[src/rtl/mem_access_unit.sv]
// Load/store unit in front of a word-organised data memory: extracts and extends
// sub-word loads, merges sub-word stores by read-modify-write, flags bad requests.
module mem_access_unit (
    input  logic        clk,
    input  logic        rst,
    input  logic        req_valid,
    output logic        req_ready,
    input  logic        req_write,
    input  logic [2:0]  req_funct3,
    input  logic [31:0] req_addr,
    input  logic [31:0] req_wdata,
    output logic        rsp_valid,
    output logic [31:0] rsp_rdata,
    output logic        rsp_err,
    output logic        Mem_Write,
    output logic [31:0] DM_Addr,
    output logic [31:0] M_W_Data,
    input  logic [31:0] M_R_Data
);

    typedef enum logic [2:0] {
        ST_IDLE = 3'd0,
        ST_LOAD = 3'd1,
        ST_RMW  = 3'd2,
        ST_WR   = 3'd3,
        ST_RESP = 3'd4
    } state_t;

    localparam logic [2:0] F3_B  = 3'b000;
    localparam logic [2:0] F3_H  = 3'b001;
    localparam logic [2:0] F3_W  = 3'b010;
    localparam logic [2:0] F3_BU = 3'b100;
    localparam logic [2:0] F3_HU = 3'b101;

    state_t      state_q, state_d;
    logic [31:0] addr_q, addr_d;
    logic [2:0]  funct3_q, funct3_d;
    logic        write_q, write_d;
    logic [31:0] wdata_q, wdata_d;
    logic [31:0] wword_q, wword_d;
    logic [31:0] rdata_q, rdata_d;
    logic        err_q, err_d;
    logic        bad_req_s;

    function automatic logic req_illegal(input logic wr, input logic [2:0] f3);
        logic ill;
        ill = 1'b0;
        if (wr) begin
            case (f3)
                F3_B, F3_H, F3_W: ill = 1'b0;
                default:          ill = 1'b1;
            endcase
        end else begin
            case (f3)
                F3_B, F3_H, F3_W, F3_BU, F3_HU: ill = 1'b0;
                default:                        ill = 1'b1;
            endcase
        end
        return ill;
    endfunction

    // funct3[1:0] encodes the access size for both signed and unsigned forms
    function automatic logic req_misaligned(input logic [2:0] f3, input logic [1:0] a);
        logic mis;
        case (f3[1:0])
            2'b01:   mis = a[0];
            2'b10:   mis = |a;
            default: mis = 1'b0;
        endcase
        return mis;
    endfunction

    function automatic logic [31:0] load_extract(input logic [2:0] f3, input logic [1:0] a,
                                                 input logic [31:0] word);
        logic [7:0]  byte_v;
        logic [15:0] half_v;
        logic [31:0] res;
        byte_v = word[{a, 3'b000} +: 8];
        half_v = word[{a[1], 4'b0000} +: 16];
        case (f3)
            F3_B:    res = {{24{byte_v[7]}}, byte_v};
            F3_H:    res = {{16{half_v[15]}}, half_v};
            F3_W:    res = word;
            F3_BU:   res = {24'h000000, byte_v};
            F3_HU:   res = {16'h0000, half_v};
            default: res = 32'h0000_0000;
        endcase
        return res;
    endfunction

    function automatic logic [31:0] store_merge(input logic [2:0] f3, input logic [1:0] a,
                                                input logic [31:0] old_w, input logic [31:0] wd);
        logic [31:0] res;
        res = old_w;
        case (f3)
            F3_B:    res[{a, 3'b000} +: 8] = wd[7:0];
            F3_H:    res[{a[1], 4'b0000} +: 16] = wd[15:0];
            default: res = old_w;
        endcase
        return res;
    endfunction

    assign bad_req_s = req_illegal(req_write, req_funct3) | req_misaligned(req_funct3, req_addr[1:0]);

    // State and datapath registers
    always_ff @(posedge clk or posedge rst) begin
        if (rst) begin
            state_q  <= ST_IDLE;
            addr_q   <= 32'h0000_0000;
            funct3_q <= 3'b000;
            write_q  <= 1'b0;
            wdata_q  <= 32'h0000_0000;
            wword_q  <= 32'h0000_0000;
            rdata_q  <= 32'h0000_0000;
            err_q    <= 1'b0;
        end else begin
            state_q  <= state_d;
            addr_q   <= addr_d;
            funct3_q <= funct3_d;
            write_q  <= write_d;
            wdata_q  <= wdata_d;
            wword_q  <= wword_d;
            rdata_q  <= rdata_d;
            err_q    <= err_d;
        end
    end

    // Next-state and datapath update
    always_comb begin
        state_d  = state_q;
        addr_d   = addr_q;
        funct3_d = funct3_q;
        write_d  = write_q;
        wdata_d  = wdata_q;
        wword_d  = wword_q;
        rdata_d  = rdata_q;
        err_d    = err_q;
        case (state_q)
            ST_IDLE: begin
                if (req_valid) begin
                    addr_d   = req_addr;
                    funct3_d = req_funct3;
                    write_d  = req_write;
                    wdata_d  = req_wdata;
                    err_d    = bad_req_s;
                    if (bad_req_s) begin
                        state_d = ST_RESP;
                    end else if (!req_write) begin
                        state_d = ST_LOAD;
                    end else if (req_funct3 == F3_W) begin
                        wword_d = req_wdata;
                        state_d = ST_WR;
                    end else begin
                        state_d = ST_RMW;
                    end
                end else begin
                    state_d = ST_IDLE;
                end
            end
            ST_LOAD: begin
                rdata_d = load_extract(funct3_q, addr_q[1:0], M_R_Data);
                state_d = ST_RESP;
            end
            ST_RMW: begin
                wword_d = store_merge(funct3_q, addr_q[1:0], M_R_Data, wdata_q);
                state_d = ST_WR;
            end
            ST_WR:   state_d = ST_RESP;
            ST_RESP: state_d = ST_IDLE;
            default: state_d = ST_IDLE;
        endcase
    end

    // Write enable decodes straight from state so a reset removes it before the edge
    assign Mem_Write = (state_q == ST_WR) && write_q;
    assign req_ready = (state_q == ST_IDLE);
    assign rsp_valid = (state_q == ST_RESP);
    assign rsp_rdata = rdata_q;
    assign rsp_err   = err_q;
    assign DM_Addr   = {2'b00, addr_q[31:2]};
    assign M_W_Data  = wword_q;

endmodule

[config.mk]
export PLATFORM = sky130hd
export DESIGN_NAME = mem_access_unit
export DESIGN_NICKNAME = d
export VERILOG_FILES = /design/src/rtl/mem_access_unit.sv
export SDC_FILE = /design/constraint.sdc
export NUM_CORES = 1
export LEC_CHECK = 0
export CELL_PAD_IN_SITES_DETAIL_PLACEMENT = 1
export CELL_PAD_IN_SITES_GLOBAL_PLACEMENT = 2
export CORE_MARGIN = 4
export CORE_UTILIZATION = 31
export CTS_CLUSTER_SIZE = 14
export DETAILED_ROUTE_END_ITERATION = 10
export HOLD_SLACK_MARGIN = 0.03
export PLACE_DENSITY_LB_ADDON = 0.1
export SLEW_MARGIN = 10
export SYNTH_ARGS = -nofsm -noshare
export SYNTH_HDL_FRONTEND = slang
export SYNTH_SLANG_ARGS = --single-unit
[constraint.sdc]
create_clock -name clk -period 9.85 [get_ports clk]
set_input_delay 0.985 -clock clk [delete_from_list [all_inputs] [get_ports clk]]
set_output_delay 0.985 -clock clk [all_outputs]
set_load 0.01 [all_outputs]
# --- Yosys cells after proc, flatten, opt, wreduce, memory -nomap -nowiden ---
# Index checks and enable logic that the tools add are counted.
op_classes:
  addsub: 2
  eq_ne: 18
  shifts: 6
  n_mux: 18
  n_bitwise: 1
  reduce_logical: 11
op_table:
  columns: ["op", "count"]
  rows:
  - ["$pmux W32 S5", 1]
  - ["$mux W32", 4]
  - ["$pmux W32 S2", 2]
  - ["$bwmux W32", 2]
  - ["$shift A16 B7 Y32 const A", 1]
  - ["$shift A8 B7 Y32 const A", 1]
  - ["$shiftx A16 B7 Y32", 1]
  - ["$shiftx A32 B6 Y16", 1]
  - ["$shiftx A32 B6 Y8", 1]
  - ["$shiftx A8 B7 Y32", 1]
  - ["$eq A3 B3 Y1 const B", 5]
  - ["$neg A5 Y7", 2]
  - ["$eq A3 B2 Y1 const B", 4]
  - ["$eq A3 B1 Y1 const B", 3]
  - ["$logic_not A3 Y1", 3]
  - ["$pmux W3 S3", 1]
  - ["$mux W3", 2]
  - ["$reduce_and A5 Y1", 1]
  - ["$reduce_or A5 Y1", 1]
  - ["$mux W1", 4]
  - ["$ne A2 B1 Y1 const B", 2]
  - ["$ne A2 B2 Y1 const B", 2]
  - ["$reduce_or A2 Y1", 2]
  - ["$reduce_or A3 Y1", 1]
  - ["other kinds (8)", 8]
word_totals:
  reg_bits: 120
  in_bits: 103
  output_inout_bits: 100
  wordCells: 64

# --- Depth between registers and ports, before layout ---
# Gate-level depths: netlist of the first run.
logic_depth:
  word_depth: 8
  ltp_mapped: 9
  mapped_depth_nobuf: 6

# --- Worst setup path after synthesis of the first run ---
# Ideal clock, no wire load.
synth_path:
  kind: "register -> register"
  startpoint: "reg addr_q[1]"
  endpoint: "reg wword_q[16], in the netlist M_W_Data[16]"
  setup_time_ps: 87
  arrival_time_ps: 2450
  required_time_ps: 9763
  slack_ps: 7313
  stages_incl_launch_ff: 9
  n_path_buf: 2
  synth_period_minus_slack_ps: 2537
  path_cell_list: "dfrtp_1 clkbuf_1 buf_2 inv_1 ha_1 inv_1 o41ai_1 nand3_1 a22oi_1"
synth_via:
  elab_chain_cells: 5
  elab_cells_between_ends: 10
  cone_classes: "2 x add/sub; 4 x shift; 4 x mux"
synth_rtl:
  columns: ["item", "line_no", "text"]
  rows:
  - ["start: declaration", "36", "logic [31:0] addr_q, addr_d;"]
  - ["start signal: assignment", "118", "addr_q <= addr_d;"]
  - ["$neg A5 Y7, on equally long branches", "97, 96", null]
  - ["$shiftx A16 B7 Y32 (tied with other cells)", "97", "F3_H: res[{a[1], 4'b0000} +: 16] = wd[15:0];"]
  - ["$bwmux W32, on equally long branches", "97, 96", null]
  - ["$pmux W32 S2 (*)", "95", "case (f3)"]
  - ["$pmux W32 S2 (*)", "138", "case (state_q)"]
  - ["end signal: assignment", "122", "wword_q <= wword_d;"]
  - ["end: declaration", "40", "logic [31:0] wword_q, wword_d;"]
# Every way passes the cells marked *; elsewhere a longest branch is shown, timed or not.
# A chain may end at the register's enable or synchronous reset.

# --- Final worst setup path of the first run ---
layout_path:
  startpoint: "in req_funct3[0]"
  endpoint: "reg wword_q[21], in the netlist M_W_Data[21]"
layout_via:
  elab_chain_cells: 7
  elab_cells_between_ends: 17
  cone_classes: "8 x eq/ne; 4 x mux; 1 x bitwise; 4 x reduce/logical"
layout_rtl:
  columns: ["item", "line_no", "text"]
  rows:
  - ["start: declaration", "9", "input logic [2:0] req_funct3,"]
  - ["$eq A3 B2 Y1 (tied with other cells)", "49, 54, 150", null]
  - ["$reduce_or A5 Y1 or $reduce_or A3 Y1 (tied branches)", "54, 49", null]
  - ["$mux W1, on equally long branches", "54, 49", null]
  - ["$mux W1", "48", "if (wr) begin"]
  - ["$or A1 B1 Y1", "103", "assign bad_req_s = req_illegal(req_write, req_funct3) | req_misaligned(req_funct3, req_addr[1:0]);"]
  - ["$ne A2 B2 Y1 (no source line)", null, null]
  - ["$reduce_and A5 Y1 (no source line) (*)", null, null]
# Marked as above.

==> impl_metrics.env, run 1 <==
export IMPL_clkTransAtPathRegs_ns=0.06
export IMPL_leakagePower_nw=3.57
export IMPL_synth_main_ff_cell="dfrtp_1"
export IMPL_clockBufferDepth=2
export IMPL_port_buffers=200
export IMPL_setup_viol=0
export IMPL_multi_input_area_sq_um=2790
export IMPL_power_total_w=0.00295
export IMPL_drive_gt1_share_pct=15.4
export IMPL_final_cell_mix="clkdlybuf4s50_1 (200), dfrtp_1 (120), nand2_1 (61)"
export IMPL_maxSlewViolCount=0
export IMPL_die_area_sq_um=22600
export IMPL_finalClockSkew_ns=0.00784
export IMPL_h_tree_depth=4
export IMPL_numCtsBuffers=17
export IMPL_cts_hold_repair_buffers=0
export IMPL_ant_nets=0
export IMPL_timing_fmax_mhz=292
export IMPL_fin_crit_sh_pct=34.8
export IMPL_maxSlewHeadroom_pct=18.3
export IMPL_cap_violations=0
export IMPL_syn2layout_area_growth_pct=40.7
export IMPL_synth_cell_type_count=58
export IMPL_avgSynthCellArea_sq_um=10.8
export IMPL_timing_setup_tns_ns=0
export IMPL_clock_sinks=120
export IMPL_yosysSeqAreaShare_pct=47.9
export IMPL_drt_pass1_iterations=5
export IMPL_vias=5414
export IMPL_n_fill_cell=2190
export IMPL_synth_area_sq_um=6270
export IMPL_post_cts_resized=0
export IMPL_crit_path_end_kind="flop"
export IMPL_cts_setup_buffers=0
export IMPL_post_dp_hpwl_um=16600
export IMPL_fin_util_pct=44.9
export IMPL_grt_pass1_wl_um=35100
export IMPL_vias_per_cell=5.35
export IMPL_synth_edff_count=0
export IMPL_ios=203
export IMPL_grt_max_degree=72
export IMPL_seq_area_sq_um=3000
export IMPL_wl_per_cell_um=22.5
export IMPL_drc_errors=0
export IMPL_finalWorstPathRequiredPeriod_ns=3.43
export IMPL_ir_drop_mv=0.141
export IMPL_ys_warnings_count=0
export IMPL_clock_latency_ns=0.42
export IMPL_drt_first_iter_violations=295
export IMPL_rsz0062_at_grt="false"
export IMPL_crit_path_start_kind="input pin"
export IMPL_gp_congestion=0.831
export IMPL_root_buffer="clkbuf_16"
export IMPL_p_per_area_nw_per_um2=334
export IMPL_track_usage_pct=20.5
export IMPL_hold_violations=0
export IMPL_fp_dieW_um=150
export IMPL_dieHeight_um=150
export IMPL_grt_overflow_total=0
export IMPL_async_flop_share_pct=100
export IMPL_antenna_found_initial=0
export IMPL_nNetsFinal=846
export IMPL_hold_class="flop to flop"
export IMPL_num_rows=51
export IMPL_cp_max_fo=28
export IMPL_ys_ff_latch=120
export IMPL_path_class="input pin to flop"
export IMPL_synth_cells=582
export IMPL_diodes=0
export IMPL_grt_pass1_vias=5941
export IMPL_core_area_sq_um=19700
export IMPL_cp_data_arrival_time_ns=3.71
export IMPL_tightest_slew_ns=1.23
export IMPL_wl_um=22700
export IMPL_crit_required_ns=10.13
export IMPL_layout_commonest_cell="clkdlybuf4s50_1"
export IMPL_start_util_pct=31.9
export IMPL_outcome="finished, final reports clean"
export IMPL_cts_tree="yes"
[synthesized netlist by cell type (all sizes together), types with 4 or more instances]
cell / number / share of area [%]
a31oi: 10 / 1.0
buf: 52 / 5.8
mux2i: 10 / 1.6
dfrtp: 120 / 48
and3: 4 / 0.40
ha: 8 / 1.6
nor3: 4 / 0.32
inv: 13 / 0.78
and2: 8 / 0.80
nand2: 61 / 3.6
clkbuf: 22 / 1.3
a32oi: 8 / 1.1
nor3b: 5 / 0.60
mux2: 48 / 8.6
o21ai: 35 / 2.9
a21oi: 37 / 3.0
a221oi: 31 / 4.3
nor2: 6 / 0.40
o2bb2ai: 7 / 0.98
nor2b: 14 / 1.4
a22oi: 10 / 1.2
nand2b: 6 / 0.72
a31o: 4 / 0.56
nand3: 6 / 0.48
a221o: 17 / 2.9
[path summary, 6_finish.rpt]
kind,start,to,slack (ns),depth (start not counted)
min in group asynchronous,rst,addr_q[21],1.11,2
hold / removal,rsp_rdata[9],rsp_rdata[9],0.49,2
setup reg to reg,addr_q[1],M_W_Data[0],6.56,6
max in group asynchronous,rst,wdata_q[1],7.50,3
hold reg to reg,rsp_rdata[9],rsp_rdata[9],0.49,2
setup / recovery,req_funct3[0],M_W_Data[21],6.42,7
[critical path: stages]
cell	delay, ns
clkdlybuf4s50_1	0.51
inv_1	0.08
ha_1	0.31
o21ai_0	0.13
and4_1	1.06
nor2_1	0.37
o2bb2ai_1	0.24
[kinds of logic after synthesis]
logic type,Yosys count,synth area share (%)
AND/OR/NAND/NOR,127,10.6
buffers and inverters,87,7.88
flip-flops,120,47.9
adder cells (fa/ha/maj),8,1.60
multiplexers,60,10.9
AO/OA/AOI/OAI,179,21.0
other,1,0.0598
[cell type report]
type / count / area share [%]
Multi-Input combinational cell: 376 / 31.6
Inverter: 13 / 0.581
Sequential cell: 120 / 34.0
Tap cell: 265 / 3.76
Clock buffer: 19 / 5.02
Clock inverter: 12 / 1.73
Timing Repair Buffer: 207 / 23.3
[per-layer routing]
metal / global-route usage, % / vias up / wire [um]
met2: 33.1 / 189 / 10900
met5: 0 / - / 0
met1: 27.1 / 2758 / 10000
li1: - / 2450 / -
met4: 4.39 / 0 / 215
met3: 6.38 / 17 / 1560
[state kept, by name (all words and copies together) (netlist names)]
signal and flops:
funct3_q 3, wdata_q 16, write_q 1, state_q 3, rsp_rdata 32, rsp_err 1, addr_q 32, M_W_Data 32
[through the flow]
stage	area, sq um	worst slack, ns	hold WS [ns]	cells
4_1_cts	8830	6.46	0.493	1012
5_1_grt	8830	6.27	0.525	1012
2_1_floorplan	6280	5.68	0.481	583
6_report	8830	6.42	0.491	1012
3_5_place_dp	8230	6.04	0.472	981
3_3_place_gp	8230	6.14	0.466	981
[power breakdown]
group | switching [W] | internal, W | leakage [nW]
Combinational | 0.000631 | 0.000724 | 1.84
Clock | 0.000236 | 0.000402 | 0.281
Sequential | 0.000221 | 0.000734 | 1.45
(Power assumes the default switching activity.)
==> run 2: changes to the inputs <==
--- a/config.mk
+++ b/config.mk
@@ -8,7 +8,7 @@
 export CELL_PAD_IN_SITES_DETAIL_PLACEMENT = 1
 export CELL_PAD_IN_SITES_GLOBAL_PLACEMENT = 2
 export CORE_MARGIN = 4
-export CORE_UTILIZATION = 31
+export CORE_UTILIZATION = 29
 export CTS_CLUSTER_SIZE = 14
 export DETAILED_ROUTE_END_ITERATION = 10
 export HOLD_SLACK_MARGIN = 0.03
==> constraint.sdc (replaced) <==
create_clock -name clk -period 3.2 [get_ports clk]
set_input_delay 0.32 -clock clk [delete_from_list [all_inputs] [get_ports clk]]
set_output_delay 0.32 -clock clk [all_outputs]
set_load 0.01 [all_outputs]
==> impl_metrics.env, run 2 (synthesis gave the netlist of run 1 again) <==
export IMPL_outcome="finished, final reports clean"
export IMPL_start_util_pct=29.7
export IMPL_vias_per_cell=5.26
export IMPL_design_area_sq_um=8920
export IMPL_p_comb_share_pct=46.4
export IMPL_track_usage_pct=19.2
export IMPL_nNetsFinal=853
export IMPL_num_rows=53
export IMPL_gp_congestion=0.875
export IMPL_p_clk_share_pct=21.9
export IMPL_power_total_w=0.00914
export IMPL_wl_met1_um=10800
export IMPL_cp_data_arrival_time_ns=2.85
export IMPL_post_cts_resized=0
export IMPL_post_dp_hpwl_um=17400
export IMPL_grt_overflow_total=0
export IMPL_timing_fmax_mhz=397
export IMPL_finalWorstPathRequiredPeriod_ns=2.52
export IMPL_clock_sinks=120
export IMPL_clock_latency_ns=0.43
export IMPL_r2r_cells=6
export IMPL_root_buffer="clkbuf_16"
export IMPL_cts_setup_buffers=0
export IMPL_placed_area_sq_um=8310
export IMPL_tightest_slew_ns=0.826
export IMPL_cts_tree="yes"
export IMPL_cp_top_family="compound AO/OA/AOI/OAI gates"
export IMPL_fp_dieW_um=155
export IMPL_crit_path_start_kind="flop"
export IMPL_core_area_sq_um=21200
export IMPL_n_fill_cell=2304
export IMPL_cp_max_fo=12
export IMPL_critPathMaxStageDelay_ns=0.59
export IMPL_setup_viol=0
export IMPL_port_buffers=200
export IMPL_maxSlewHeadroom_pct=44.9
export IMPL_wl_um=23200
export IMPL_wl_met3_um=1100
export IMPL_die_area_sq_um=24000
export IMPL_wl_per_cell_um=22.5
export IMPL_timing_setup_tns_ns=0
export IMPL_clkTransAtPathRegs_ns=0.07
export IMPL_crit_chain="inv_1 -> ha_1 -> or4bb_1 -> o21ai_2 -> a32oi_1 -> a22oi_1"
export IMPL_layout_commonest_cell="clkdlybuf4s50_1"
export IMPL_fin_crit_sh_pct=78.7
export IMPL_h_tree_depth=4
export IMPL_final_cell_mix="clkdlybuf4s50_1 (200), dfrtp_1 (120), nand2_1 (61)"
export IMPL_crit_required_ns=3.54
export IMPL_crit_slowest_cell="dfrtp_1"
export IMPL_vias=5413
export IMPL_antenna_found_initial=0
export IMPL_cts_hold_repair_buffers=0
export IMPL_regToRegEndpoint="M_W_Data[0]"
export IMPL_p_switching_w=0.00339
export IMPL_grt_pass1_vias=5982
export IMPL_dr_wl_met2_um=11000
export IMPL_p_per_area_nw_per_um2=1020
export IMPL_leakagePower_nw=3.62
export IMPL_hold_class="input pin to async pin"
export IMPL_p_seq_share_pct=31.7
export IMPL_rsz0062_at_grt="false"
export IMPL_numCtsBuffers=17
export IMPL_dieHeight_um=155
export IMPL_rr_startpoint="addr_q[0]"
export IMPL_switching_share_pct=37.1
export IMPL_seq_area_sq_um=3000
export IMPL_ir_drop_mv=0.384
export IMPL_crit_path_end_kind="flop"
export IMPL_top_layer_used="met4"
export IMPL_drt_first_iter_violations=272
export IMPL_drt_pass1_iterations=5
export IMPL_finalClockSkew_ns=0.0139
export IMPL_fin_util_pct=42.2
export IMPL_grt_pass1_wl_um=35600
export IMPL_grt_max_degree=64
export IMPL_ff2ff_setup_slack_ns=0.68
export IMPL_ant_nets=0
export IMPL_drive_gt1_share_pct=16.3
export IMPL_critical_path_buf_inv_count=1
export IMPL_diodes=0
export IMPL_hold_violations=0
export IMPL_syn2layout_area_growth_pct=42.2
export IMPL_maxSlewViolCount=0
export IMPL_drc_errors=0
export IMPL_clockBufferDepth=2
export IMPL_path_class="flop to flop"
export IMPL_multi_input_area_sq_um=2790
export IMPL_ios=203
export IMPL_cap_violations=0
export IMPL_internal_power_w=0.00575
## run 2: changes by cell type in the layout (fill, tap and decap cells not counted), sizes merged
cell,change
buf,+7
clkinv,-1
inv,+2
clkbuf,-1
## run 2: layout make-up
type	instances	share of cell area (%)
Inverter	13	0.589
Clock inverter	13	1.91
Tap cell	275	3.86
Clock buffer	18	4.92
Sequential cell	120	33.7
Timing Repair Buffer	214	23.8
Multi-Input combinational cell	376	31.3
## run 2: worst max path at each step
| stage | endpoint | from | slack (ns) | cells past startpoint |
|---|---|---|---|---|
| after floorplan | M_W_Data[16] | addr_q[1] | 0.66 | 8 |
| after global placement | M_W_Data[22] | req_funct3[0] | 0.56 | 8 |
| after detailed placement | M_W_Data[20] | req_funct3[0] | 0.42 | 8 |
| after CTS | M_W_Data[0] | addr_q[0] | 0.67 | 6 |
| after global routing | M_W_Data[30] | funct3_q[0] | 0.53 | 4 |
| final | M_W_Data[0] | addr_q[0] | 0.68 | 6 |
## run 2: through the flow
stage               hold slack (ns)  setup WS, ns  instances
global placement              0.469         0.558        998
detailed placement            0.470         0.421        998
global route                  0.368         0.531       1029
CTS                           0.328         0.674       1029
finish                        0.320         0.682       1029
floorplan                     0.437         0.663        583
## run 2: routing by layer
metal | GRT usage [%] | vias to the layer above
li1 | - | 2466
met5 | 0 | -
met1 | 26.3 | 2768
met4 | 4.88 | 0
met2 | 31.1 | 160
met3 | 3.87 | 19
## run 2: power by group through the flow
stage | sequential, W | combinational, W | clock [W]
6_report | 0.00289 | 0.00424 | 0.00200
5_1_grt | 0.00300 | 0.00459 | 0.00212
4_1_cts | 0.00291 | 0.00430 | 0.00204
3_5_place_dp | 0.00292 | 0.00428 | 0
3_3_place_gp | 0.00289 | 0.00419 | 0
2_1_floorplan | 0.00282 | 0.00255 | 0
==> run 3: changes to the inputs <==
==> constraint.sdc (replaced) <==
create_clock -name clk -period 2.4 [get_ports clk]
set_input_delay 0.24 -clock clk [delete_from_list [all_inputs] [get_ports clk]]
set_output_delay 0.24 -clock clk [all_outputs]
set_load 0.01 [all_outputs]
==> impl_metrics.env, run 3 (synthesis gave the netlist of run 1 again) <==
export IMPL_finalWorstPathRequiredPeriod_ns=2.27
export IMPL_setup_viol=0
export IMPL_diodes=0
export IMPL_h_tree_depth=4
export IMPL_cts_setup_buffers=0
export IMPL_clockBufferDepth=2
export IMPL_setup_slack_ns=0.125
export IMPL_timing_setup_tns_ns=0
export IMPL_drt_pass1_iterations=5
export IMPL_root_buffer="clkbuf_16"
export IMPL_cts_hold_repair_buffers=0
export IMPL_leakagePower_nw=3.74
export IMPL_drc_errors=0
export IMPL_wl_um=23500
export IMPL_rsz0062_at_grt="false"
export IMPL_crit_chain="inv_1 -> ha_1 -> or4bb_1 -> o21ai_2 -> a32oi_1 -> a22oi_1"
export IMPL_antenna_found_initial=0
export IMPL_core_area_sq_um=21200
export IMPL_nNetsFinal=874
export IMPL_grt_pass1_vias=6037
export IMPL_finalClockSkew_ns=0.0115
export IMPL_dpl_worst_slack_ns=0.0524
export IMPL_hold_class="input pin to async pin"
export IMPL_cts_tree="yes"
export IMPL_timing_fmax_mhz=440
export IMPL_hold_violations=0
export IMPL_post_dp_hpwl_um=17800
export IMPL_cp_data_arrival_time_ns=2.62
export IMPL_cp_top_family="compound AO/OA/AOI/OAI gates"
export IMPL_crit_path_start_kind="flop"
export IMPL_maxSlewViolCount=0
export IMPL_n_fill_cell=2283
export IMPL_ant_nets=0
export IMPL_critical_path_buf_inv_count=1
export IMPL_worst_path_stages=6
export IMPL_die_area_sq_um=24000
export IMPL_drt_first_iter_violations=354
export IMPL_ir_drop_mv=0.729
export IMPL_critPathMaxStageDelay_ns=0.50
export IMPL_clock_latency_ns=0.42
export IMPL_vias=5507
export IMPL_numCtsBuffers=17
export IMPL_fin_crit_sh_pct=94.8
export IMPL_crit_path_end_kind="flop"
export IMPL_num_rows=53
export IMPL_cap_violations=0
export IMPL_crit_slowest_cell="or4bb_1"
export IMPL_cp_max_fo=8
export IMPL_grt_overflow_total=0
export IMPL_port_buffers=200
export IMPL_gp_congestion=0.879
export IMPL_fp_dieW_um=155
export IMPL_grt_pass1_wl_um=36400
export IMPL_final_cell_mix="clkdlybuf4s50_1 (200), dfrtp_1 (120), nand2_1 (61)"
export IMPL_path_class="flop to flop"
export IMPL_crit_required_ns=2.74
export IMPL_clock_sinks=120
export IMPL_dieHeight_um=155
export IMPL_p_per_area_nw_per_um2=1360
export IMPL_post_cts_resized=0
export IMPL_vias_per_cell=5.24
export IMPL_drive_gt1_share_pct=18.6
export IMPL_syn2layout_area_growth_pct=45.5
export IMPL_grt_max_degree=47
export IMPL_outcome="finished, final reports clean"
export IMPL_maxSlewHeadroom_pct=49.3
export IMPL_wl_per_cell_um=22.4
export IMPL_r2r_cells=6
export IMPL_track_usage_pct=19.5
export IMPL_layout_commonest_cell="clkdlybuf4s50_1"
export IMPL_rr_startpoint="addr_q[1]"
export IMPL_start_util_pct=29.7
export IMPL_regToRegEndpoint="M_W_Data[0]"
export IMPL_clkTransAtPathRegs_ns=0.06
export IMPL_tightest_slew_ns=0.759
export IMPL_ff2ff_setup_slack_ns=0.13
export IMPL_ios=203
## run 3: cell count changes in the layout (fill, tap and decap cells not counted), moves of 2 or more
cell and delta:
buf_12 +4, clkinv_4 +2, inv_6 -2, buf_4 +17
## run 3: routing by layer
layer | global-route usage (%) | share of wire (%) | vias up
li1 | - | - | 2510
met1 | 27.2 | 46 | 2794
met2 | 30.8 | 47 | 174
met3 | 3.95 | 5.2 | 29
met4 | 5.89 | 1.5 | 0
met5 | 0 | 0 | -
## run 3: layout make-up
class                           instances  area, sq um  area share [%]
Clock buffer                           18          429            4.70
Clock inverter                         13          174            1.91
Inverter                               13         52.6           0.576
Multi-Input combinational cell        376         2800            30.7
Sequential cell                       120         3000            32.9
Tap cell                              275          344            3.77
Timing Repair Buffer                  235         2330            25.5
## run 3: worst max path at each step
stage                              from            end
after global placement     M_R_Data[15]  rsp_rdata[20]
final                         addr_q[1]    M_W_Data[0]
after detailed placement  req_funct3[0]   M_W_Data[19]
after floorplan               addr_q[1]    M_W_Data[0]
after global routing          addr_q[1]    M_W_Data[0]
after CTS                     addr_q[1]    M_W_Data[0]
## run 3: where the power goes
group / internal (W) / leakage (nW) / total [W] / switching (W)
Clock: 0.00164 / 0.288 / 0.00266 / 0.00101
Sequential: 0.00302 / 1.45 / 0.00378 / 0.000768
Combinational: 0.00315 / 2.00 / 0.00595 / 0.00281
Total: 0.00780 / 3.74 / 0.0124 / 0.00459
## run 3: metrics by stage
stage / util [%] / std cells / hold slack, ns / area [sq um] / total power (W)
2_1_floorplan: - / 583 / 0.357 / 6290 / 0.00717
3_3_place_gp: 40.2 / 1018 / 0.471 / 8510 / 0.00963
3_5_place_dp: 40.2 / 1018 / 0.472 / 8510 / 0.00981
4_1_cts: 43.1 / 1049 / 0.190 / 9110 / 0.0125
5_1_grt: 43.2 / 1050 / 0.210 / 9130 / 0.0132
6_report: 43.2 / 1050 / 0.190 / 9130 / 0.0124
## run 3: worst reg2reg max path, delay by kind of cell (launching register included)
family,cells,cell delay (ns)
and+or+nand+nor,1,0.51
DFF,1,0.37
AOI/OAI and AO/OA,3,0.82
buffers and inverters,1,0.19
adders and majority gates,1,0.33
